==> config.mk <==
export PLATFORM = sky130hd
export DESIGN_NAME = seq_mult_16bit
export DESIGN_NICKNAME = d
export VERILOG_FILES = /design/src/rtl/mult_pkg.sv /design/src/rtl/rca_16bit.sv /design/src/rtl/seq_mult_16bit.sv
export SDC_FILE = /design/constraint.sdc
export NUM_CORES = 1
export LEC_CHECK = 0
export CAP_MARGIN = 20
export CORE_MARGIN = 10
export CORE_UTILIZATION = 25
export DETAILED_ROUTE_END_ITERATION = 10
export PLACE_DENSITY = 0.49
export SLEW_MARGIN = 10
export SYNTH_ARGS = -nofsm -noshare
export SYNTH_HDL_FRONTEND = slang
export SYNTH_SLANG_ARGS = --single-unit
==> constraint.sdc <==
create_clock -name clk -period 9.1 [get_ports clk]
set_input_delay 2.275 -clock clk [delete_from_list [all_inputs] [get_ports clk]]
set_output_delay 2.275 -clock clk [all_outputs]
set_load 0.03 [all_outputs]
==> src/rtl/mult_pkg.sv <==
// Shared constants and state encoding for the sequential multiplier.
package mult_pkg;

  localparam int ITER  = 16;  // one iteration per multiplier bit
  localparam int CNT_W = 5;   // iteration counter width, holds 0..16

  typedef enum logic [1:0] {
    IDLE = 2'b00,
    CALC = 2'b01,
    DONE = 2'b10
  } state_t;

endpackage

==> src/rtl/rca_16bit.sv <==
// 16-bit ripple-carry adder: {carry, sum} = a + b + carry_start.
module rca_16bit (
  input  logic [15:0] a,
  input  logic [15:0] b,
  input  logic        carry_start,
  output logic [15:0] sum,
  output logic        carry
);

  logic [16:0] c;

  assign c[0] = carry_start;

  // One full-adder cell per bit, carry rippling upward.
  for (genvar i = 0; i < 16; i++) begin : g_fa
    assign sum[i]   = a[i] ^ b[i] ^ c[i];
    assign c[i+1]   = (a[i] & b[i]) | (a[i] & c[i]) | (b[i] & c[i]);
  end

  assign carry = c[16];

endmodule

==> src/rtl/seq_mult_16bit.sv <==
// 16x16 unsigned shift-and-add multiplier, one partial product per cycle.
// A/Q form a 32-bit shift register; the adder result and its carry are
// shifted back in so the carry lands in A[15].
module seq_mult_16bit
  import mult_pkg::*;
#(
  parameter int WIDTH = 16
) (
  input  logic               clk,
  input  logic               rst_n,
  input  logic               start,
  input  logic [WIDTH-1:0]   a,
  input  logic [WIDTH-1:0]   b,
  output logic [2*WIDTH-1:0] product,
  output logic               busy,
  output logic               done
);

  state_t             state_q, state_d;
  logic [WIDTH-1:0]   m_q, m_d;
  logic [WIDTH-1:0]   acc_q, acc_d;
  logic [WIDTH-1:0]   q_q, q_d;
  logic [CNT_W-1:0]   cnt_q, cnt_d;
  logic [2*WIDTH-1:0] product_q, product_d;

  logic [WIDTH-1:0]   add_b;
  logic [WIDTH-1:0]   add_sum;
  logic               add_carry;
  logic [2*WIDTH:0]   shifted;

  // Add the multiplicand only when the current multiplier LSB is set.
  assign add_b = q_q[0] ? m_q : '0;

  rca_16bit u_rca (
    .a           (acc_q),
    .b           (add_b),
    .carry_start (1'b0),
    .sum         (add_sum),
    .carry       (add_carry)
  );

  // 33-bit {C,S,Q} shifted right once; bit 32 is always zero afterwards.
  assign shifted = {add_carry, add_sum, q_q} >> 1;

  // Next-state, datapath and result-register update.
  always_comb begin
    state_d   = state_q;
    m_d       = m_q;
    acc_d     = acc_q;
    q_d       = q_q;
    cnt_d     = cnt_q;
    product_d = product_q;
    case (state_q)
      IDLE: begin
        if (start) begin
          m_d     = a;
          q_d     = b;
          acc_d   = '0;
          cnt_d   = '0;
          state_d = CALC;
        end
      end
      CALC: begin
        acc_d = shifted[2*WIDTH-1:WIDTH];
        q_d   = shifted[WIDTH-1:0];
        cnt_d = cnt_q + CNT_W'(1);
        if (cnt_q == CNT_W'(ITER - 1)) begin
          state_d   = DONE;
          product_d = shifted[2*WIDTH-1:0];
        end
      end
      DONE:    state_d = IDLE;
      default: state_d = IDLE;
    endcase
  end

  // State and datapath registers; reset aborts any operation in flight.
  always_ff @(posedge clk or negedge rst_n) begin
    if (!rst_n) begin
      state_q   <= IDLE;
      m_q       <= '0;
      acc_q     <= '0;
      q_q       <= '0;
      cnt_q     <= '0;
      product_q <= '0;
    end else begin
      state_q   <= state_d;
      m_q       <= m_d;
      acc_q     <= acc_d;
      q_q       <= q_d;
      cnt_q     <= cnt_d;
      product_q <= product_d;
    end
  end

  assign product = product_q;
  assign busy    = (state_q == CALC) || (state_q == DONE);
  assign done    = (state_q == DONE);

endmodule

Yosys cells after proc, flatten, opt, wreduce, memory -nomap -nowiden
Index checks and enable logic that the tools add are counted.
{"block": "totals", "ff_bits": 87, "inputBits": 35, "output_inout_bits": 34, "elab_cells": 136}
{"block": "op_classes", "n_addsub": 1, "eq_ne": 5, "muxes": 10, "n_bitwise": 107, "n_reduce_logical": 7}
{"operator": "16-bit one-hot mux with 2 select lines", "n": 2}
{"operator": "16-bit 2-to-1 mux", "n": 3}
{"operator": "1-bit bitwise AND", "n": 46}
{"operator": "1-bit bitwise XOR", "n": 31}
{"operator": "1-bit bitwise OR", "n": 30}
{"operator": "5-bit one-hot mux with 2 select lines", "n": 1}
{"operator": "2-bit AND reduction", "n": 4}
{"operator": "5-bit by 1-bit adder with 5-bit output (second input constant)", "n": 1}
{"operator": "5-bit by 4-bit equality test with 1-bit output (second input constant)", "n": 1}
{"operator": "5-bit 2-to-1 mux", "n": 1}
{"operator": "2-bit 2-to-1 mux", "n": 2}
{"operator": "2-bit != test (second input constant)", "n": 2}
{"operator": "2-bit one-hot mux with 2 select lines", "n": 1}
{"operator": "2-bit by 1-bit equality test with 1-bit output (second input constant)", "n": 1}
{"operator": "2-bit equality test (second input constant)", "n": 1}
{"operator": "2-bit zero test", "n": 1}
{"operator": "2-bit nonzero test", "n": 1}
{"operator": "1-bit logical OR", "n": 1}

Depth between registers and ports, before layout
{"block": "logic_depth", "ltp_word": 48, "mapped_depth": 24, "ltp_nobuf": 23}

Modules after synthesis
Synthesis repeated with hierarchy kept, for this count alone.
{"block": "hier_totals", "hier_cells": 292, "hier_area_um2": 3941.3}
{"mod": "seq_mult_16bit", "n_inst": 1, "cells_per_inst": 266, "area_per_inst_um2": 3583.4, "seq_area_each_um2": 2177.1}
{"mod": "rca_16bit", "n_inst": 1, "cells_per_inst": 26, "area_per_inst_um2": 357.8, "seq_area_each_um2": 0.0}

Least setup slack after synthesis
No wires, ideal clock.
{"block": "synth_timing", "path_type": "register to register", "startpoint": "register q_q[0]", "endpoint": "register product_q[30] (netlist: product[30])", "setup_time_ns": 0.130, "t_arrival_ns": 6.473, "t_required_ns": 8.970, "setup_slack_ns": 2.497, "path_stages_with_launch": 24, "n_path_buf": 2, "synth_period_minus_slack_ns": 6.603, "cell_sequence": "dfrtp_1 -> clkbuf_1 -> clkbuf_1 -> nand2_1 -> fa_1 -> inv_1 -> fa_1 -> inv_1 -> fa_1 -> fa_1 -> fa_1 -> inv_1 -> fa_1 -> inv_1 -> fa_1 -> fa_1 -> fa_1 -> fa_1 -> fa_1 -> fa_1 -> fa_1 -> fa_1 -> fa_1 -> o21ai_0"}
{"block": "synth_via", "elab_chain_len": 45, "word_cells_on_any_way": 74, "classes_between": "1 x mux; 73 x bitwise"}
{"element": "start, declared", "line_no": "seq_mult_16bit.sv:22", "text": "logic [WIDTH-1:0] q_q, q_d;"}
{"element": "start signal, assigned", "line_no": "seq_mult_16bit.sv:90", "text": "q_q <= q_d;"}
{"element": "16-bit 2-to-1 mux *", "line_no": "seq_mult_16bit.sv:32", "text": "assign add_b = q_q[0] ? m_q : '0;"}
{"element": "1-bit bitwise AND (2 in series)", "line_no": "rca_16bit.sv:17", "text": "assign c[i+1] = (a[i] & b[i]) | (a[i] & c[i]) | (b[i] & c[i]);"}
{"element": "1-bit bitwise OR (2 in series)", "line_no": "rca_16bit.sv:17"}
{"element": "1-bit bitwise AND", "line_no": "rca_16bit.sv:17"}
{"element": "1-bit bitwise OR (2 in series)", "line_no": "rca_16bit.sv:17"}
{"element": "1-bit bitwise AND", "line_no": "rca_16bit.sv:17"}
{"element": "1-bit bitwise OR (2 in series)", "line_no": "rca_16bit.sv:17"}
{"element": "1-bit bitwise AND", "line_no": "rca_16bit.sv:17"}
{"element": "[... 21 more ...]"}
{"element": "1-bit bitwise OR (2 in series)", "line_no": "rca_16bit.sv:17"}
{"element": "1-bit bitwise AND", "line_no": "rca_16bit.sv:17"}
{"element": "1-bit bitwise OR (2 in series)", "line_no": "rca_16bit.sv:17"}
{"element": "1-bit bitwise AND", "line_no": "rca_16bit.sv:17"}
{"element": "1-bit bitwise OR (2 in series)", "line_no": "rca_16bit.sv:17"}
{"element": "1-bit bitwise AND", "line_no": "rca_16bit.sv:17"}
{"element": "1-bit bitwise OR (2 in series)", "line_no": "rca_16bit.sv:17"}
{"element": "1-bit bitwise XOR *", "line_no": "rca_16bit.sv:16", "text": "assign sum[i] = a[i] ^ b[i] ^ c[i];"}
{"element": "end signal, assigned", "line_no": "seq_mult_16bit.sv:92", "text": "product_q <= product_d;"}
{"element": "end, declared", "line_no": "seq_mult_16bit.sv:24", "text": "logic [2*WIDTH-1:0] product_q, product_d;"}
Every way passes the cells marked *; elsewhere a longest branch is shown, timed or not.
A chain may end at the register's enable or synchronous reset.

Final worst setup path
{"block": "layout_timing", "startpoint": "register q_q[0]", "endpoint": "register acc_q[14]"}
{"block": "layout_via", "elab_chain_len": 46, "word_cells_on_any_way": 75, "classes_between": "2 x mux; 73 x bitwise"}
{"element": "16-bit 2-to-1 mux *", "line_no": "seq_mult_16bit.sv:32"}
{"element": "1-bit bitwise AND (2 in series)", "line_no": "rca_16bit.sv:17"}
{"element": "1-bit bitwise OR (2 in series)", "line_no": "rca_16bit.sv:17"}
{"element": "1-bit bitwise AND", "line_no": "rca_16bit.sv:17"}
{"element": "1-bit bitwise OR (2 in series)", "line_no": "rca_16bit.sv:17"}
{"element": "1-bit bitwise AND", "line_no": "rca_16bit.sv:17"}
{"element": "1-bit bitwise OR (2 in series)", "line_no": "rca_16bit.sv:17"}
{"element": "1-bit bitwise AND", "line_no": "rca_16bit.sv:17"}
{"element": "[... 23 more ...]"}
{"element": "1-bit bitwise AND", "line_no": "rca_16bit.sv:17"}
{"element": "1-bit bitwise OR (2 in series)", "line_no": "rca_16bit.sv:17"}
{"element": "1-bit bitwise AND", "line_no": "rca_16bit.sv:17"}
{"element": "1-bit bitwise OR (2 in series)", "line_no": "rca_16bit.sv:17"}
{"element": "1-bit bitwise AND", "line_no": "rca_16bit.sv:17"}
{"element": "1-bit bitwise OR (2 in series)", "line_no": "rca_16bit.sv:17"}
{"element": "1-bit bitwise XOR *", "line_no": "rca_16bit.sv:16"}
{"element": "16-bit one-hot mux with 2 select lines *", "line_no": "seq_mult_16bit.sv:53", "text": "case (state_q)"}
{"element": "end signal, assigned", "line_no": "seq_mult_16bit.sv:82", "text": "acc_q <= '0;"}
{"element": "end signal, assigned", "line_no": "seq_mult_16bit.sv:89", "text": "acc_q <= acc_d;"}
{"element": "end, declared", "line_no": "seq_mult_16bit.sv:21", "text": "logic [WIDTH-1:0] acc_q, acc_d;"}
Marked as above.

==> flow_summary.toml <==
[min_path]
hold_path.class = "reg -> reg"

[routing]
wire_per_inst_um = 15.3
route.detailed.drc = 0
firstDrtPassIters = 6
drtAntennaViolNets = 0
vias = 2509
routed_wl_mm = 8.84
viasPerCell = 4.35
drt_iter0_markers = 96

[power_and_ir_drop]
ir_drop_mv = 0.111
p_per_area_mw_per_mm2 = 298
p_leak_uw = 0.00218
total_power_uw = 1500

[global_routing]
grt-ovfl-total = 0
grt_pass1_vias = 2701
antenna_found_initial = 0
grt_pass1_wl_mm = 14.6
grt_max_degree = 51
track_usage_pct = 9.06

[floorplan]
io_pins = 69
initial_utilization_pct = 25.5
die_h_um = 145
core_area_mm2 = 0.0152
die_w_um = 145
die_area_mm2 = 0.0209
num_rows = 45

[synthesis]
synthesis.nets = 375
synth_commonest_cells = "dfrtp_1, nand2_1, mux2_2, o21ai_0, inv_1"
async_flop_share_pct = 100
synth_top_area_share_pct = 56.1
yosys.area.top_type = "dfrtp_1"
yosys_warnings = 0
synthTopCellsByArea = "dfrtp_1, mux2_2, fa_1"
ys_ff_latch = 87
synthDistinctLibCells = 24
synth_edf_count = 0
ys_seq_area_share_pct = 56.1
syn-cell-area_mm2 = 0.00388
ys_dominant_reg_cell = "dfrtp_1"
syn_inst = 319
synth.most_common_cell = "dfrtp_1"
syn_area_per_cell_um2 = 12.2

[cts]
cts_tree = "yes"
cts_made_buffers = 9
clk_pin_slew_ns = 0.07
cts_setup_buffers = 0
clock_path_buffers = 2
cts-root-buf = "clkbuf_16"
cts_resized = 0
cts_max_level = 3
numClockSinks = 87
postCtsHoldBufs = 0
clock_latency_ns = 0.35

[sta]
rsz0062_at_grt = "no"
tightestPinTransition_ns = 0.908
drv_slew = 0
period_needed_ns = 6.98
hold_viol_final = 0
slew_headroom_pct = 39.3
fmax_mhz = 143
finalSetupViolCount = 0
clock_skew_ns = 0.00623
setup-tns-final_ns = 0
timing.hold.ws_ns = 0.482
fin_crit_sh_pct = 76.7

[layout]
utilization_pct = 33.0
nNetsFinal = 440
multi_input_area_mm2 = 0.00152
syn_to_final_growth_pct = 29.4
drive_above_1_share_pct = 14.7
regArea_mm2 = 0.00218
nFillCells = 1530
antenna_cells = 0

[flow_run]
drv_cap = 0

[critical_path]
cp_data_required_time_ns = 9.29
cp-end-kind = "flip-flop"
critPathMaxFanout = 17
cp.arrival_ns = 7.17
worst_setup_path_start_kind = "flip-flop"
path_class = "reg -> reg"

[placed_design]
portBuffers = 68
dpl.hpwl_mm = 6.28
gp_congestion = 0.717

[run_status]
status = "complete, no violations"
[metrics by stage]
stage	worst slack, ns	cell area, um2	cells
2_1_floorplan	2.50	3880	319
3_3_place_gp	2.21	4720	561
3_5_place_dp	2.12	4720	561
4_1_cts	2.07	5020	577
5_1_grt	1.71	5020	577
6_report	2.12	5020	577
[power by group]
part	switching [uW]	internal [uW]	total [uW]
registers	75.9	509	585
clock network	168	216	384
logic	297	232	529
[sequential cells by signal (all words and copies together), names as in the netlist]
| name | count |
|---|---|
| product | 32 |
| acc_q | 16 |
| m_q | 16 |
| q_q | 16 |
| cnt_q | 5 |
| state_q | 2 |
[worst paths after layout]
check / from / endpoint / slack (ns) / cells past startpoint
worst min-delay path: product[24] / product[24] / 0.48 / 2
min in group asynchronous: rst_n / product[3] / 1.89 / 1
worst max register to register: q_q[0] / acc_q[14] / 2.12 / 23
worst min register to register: product[24] / product[24] / 0.48 / 2
worst max-delay path: q_q[0] / acc_q[14] / 2.12 / 23
max in group asynchronous: rst_n / product[21] / 6.15 / 2
[layout make-up]
type                            instances  area share (%)
Clock buffer                            9            4.48
Clock inverter                          7            1.59
Inverter                               24            1.79
Multi-Input combinational cell        191            30.2
Sequential cell                        87            43.3
Tap cell                              188            4.68
Timing Repair Buffer                   71            13.9
[worst max-delay path, cell delays in order, from the launching register on]
cell and delay (ns):
dfrtp_1 0.67, and2_1 0.21, ha_1 0.14, inv_1 0.05
fa_1 0.36, inv_1 0.07, fa_1 0.15, inv_1 0.05
fa_1 0.37, fa_1 0.39, fa_1 0.37, inv_1 0.07
fa_1 0.16, inv_1 0.05, fa_1 0.37, fa_1 0.39
fa_1 0.39, fa_1 0.40, fa_1 0.40, fa_1 0.40
fa_1 0.39, fa_1 0.39, fa_1 0.51, o22ai_1 0.08
[routing by layer]
| metal | part of all wire [%] | up-vias | GRT usage [%] |
|---|---|---|---|
| met5 | 0 | - | 0 |
| met4 | 2.3 | 0 | 4.95 |
| met3 | 5.8 | 12 | 2.56 |
| met2 | 46 | 51 | 14.4 |
| met1 | 46 | 1238 | 10.9 |
| li1 | - | 1208 | - |
[cells in the final DEF, fill, tap and decap left out, drive strengths merged]
cell type      instances
buf                    4
o22ai                 12
fa                    15
nand2b                 3
bufinv                 1
clkdlybuf4s50         67
dfrtp                 87
inv                   27
ha                     6
o211ai                 1
nand2                 52
mux2                  34
a31oi                  2
clkbuf                 9
clkinv                 1
nand4b                 1
and3                   2
a32o                   1
and2                   3
a21oi                  4
nand3                  2
clkinvlp               2
mux2i                 17
o21ai                 36
[cells by family (layout without fill, tap and decap cells)]
| logic type | Yosys count | count (layout) | synth area share [%] |
|---|---|---|---|
| muxes | 51 | 51 | 14.2 |
| AOI/OAI and AO/OA | 56 | 56 | 7.87 |
| adders and majority gates | 21 | 21 | 9.67 |
| buffers and inverters | 41 | 111 | 5.19 |
| and+or+nand+nor | 63 | 63 | 6.93 |
| DFF | 87 | 87 | 56.1 |
Note: power is estimated with default switching activity, not from simulation.
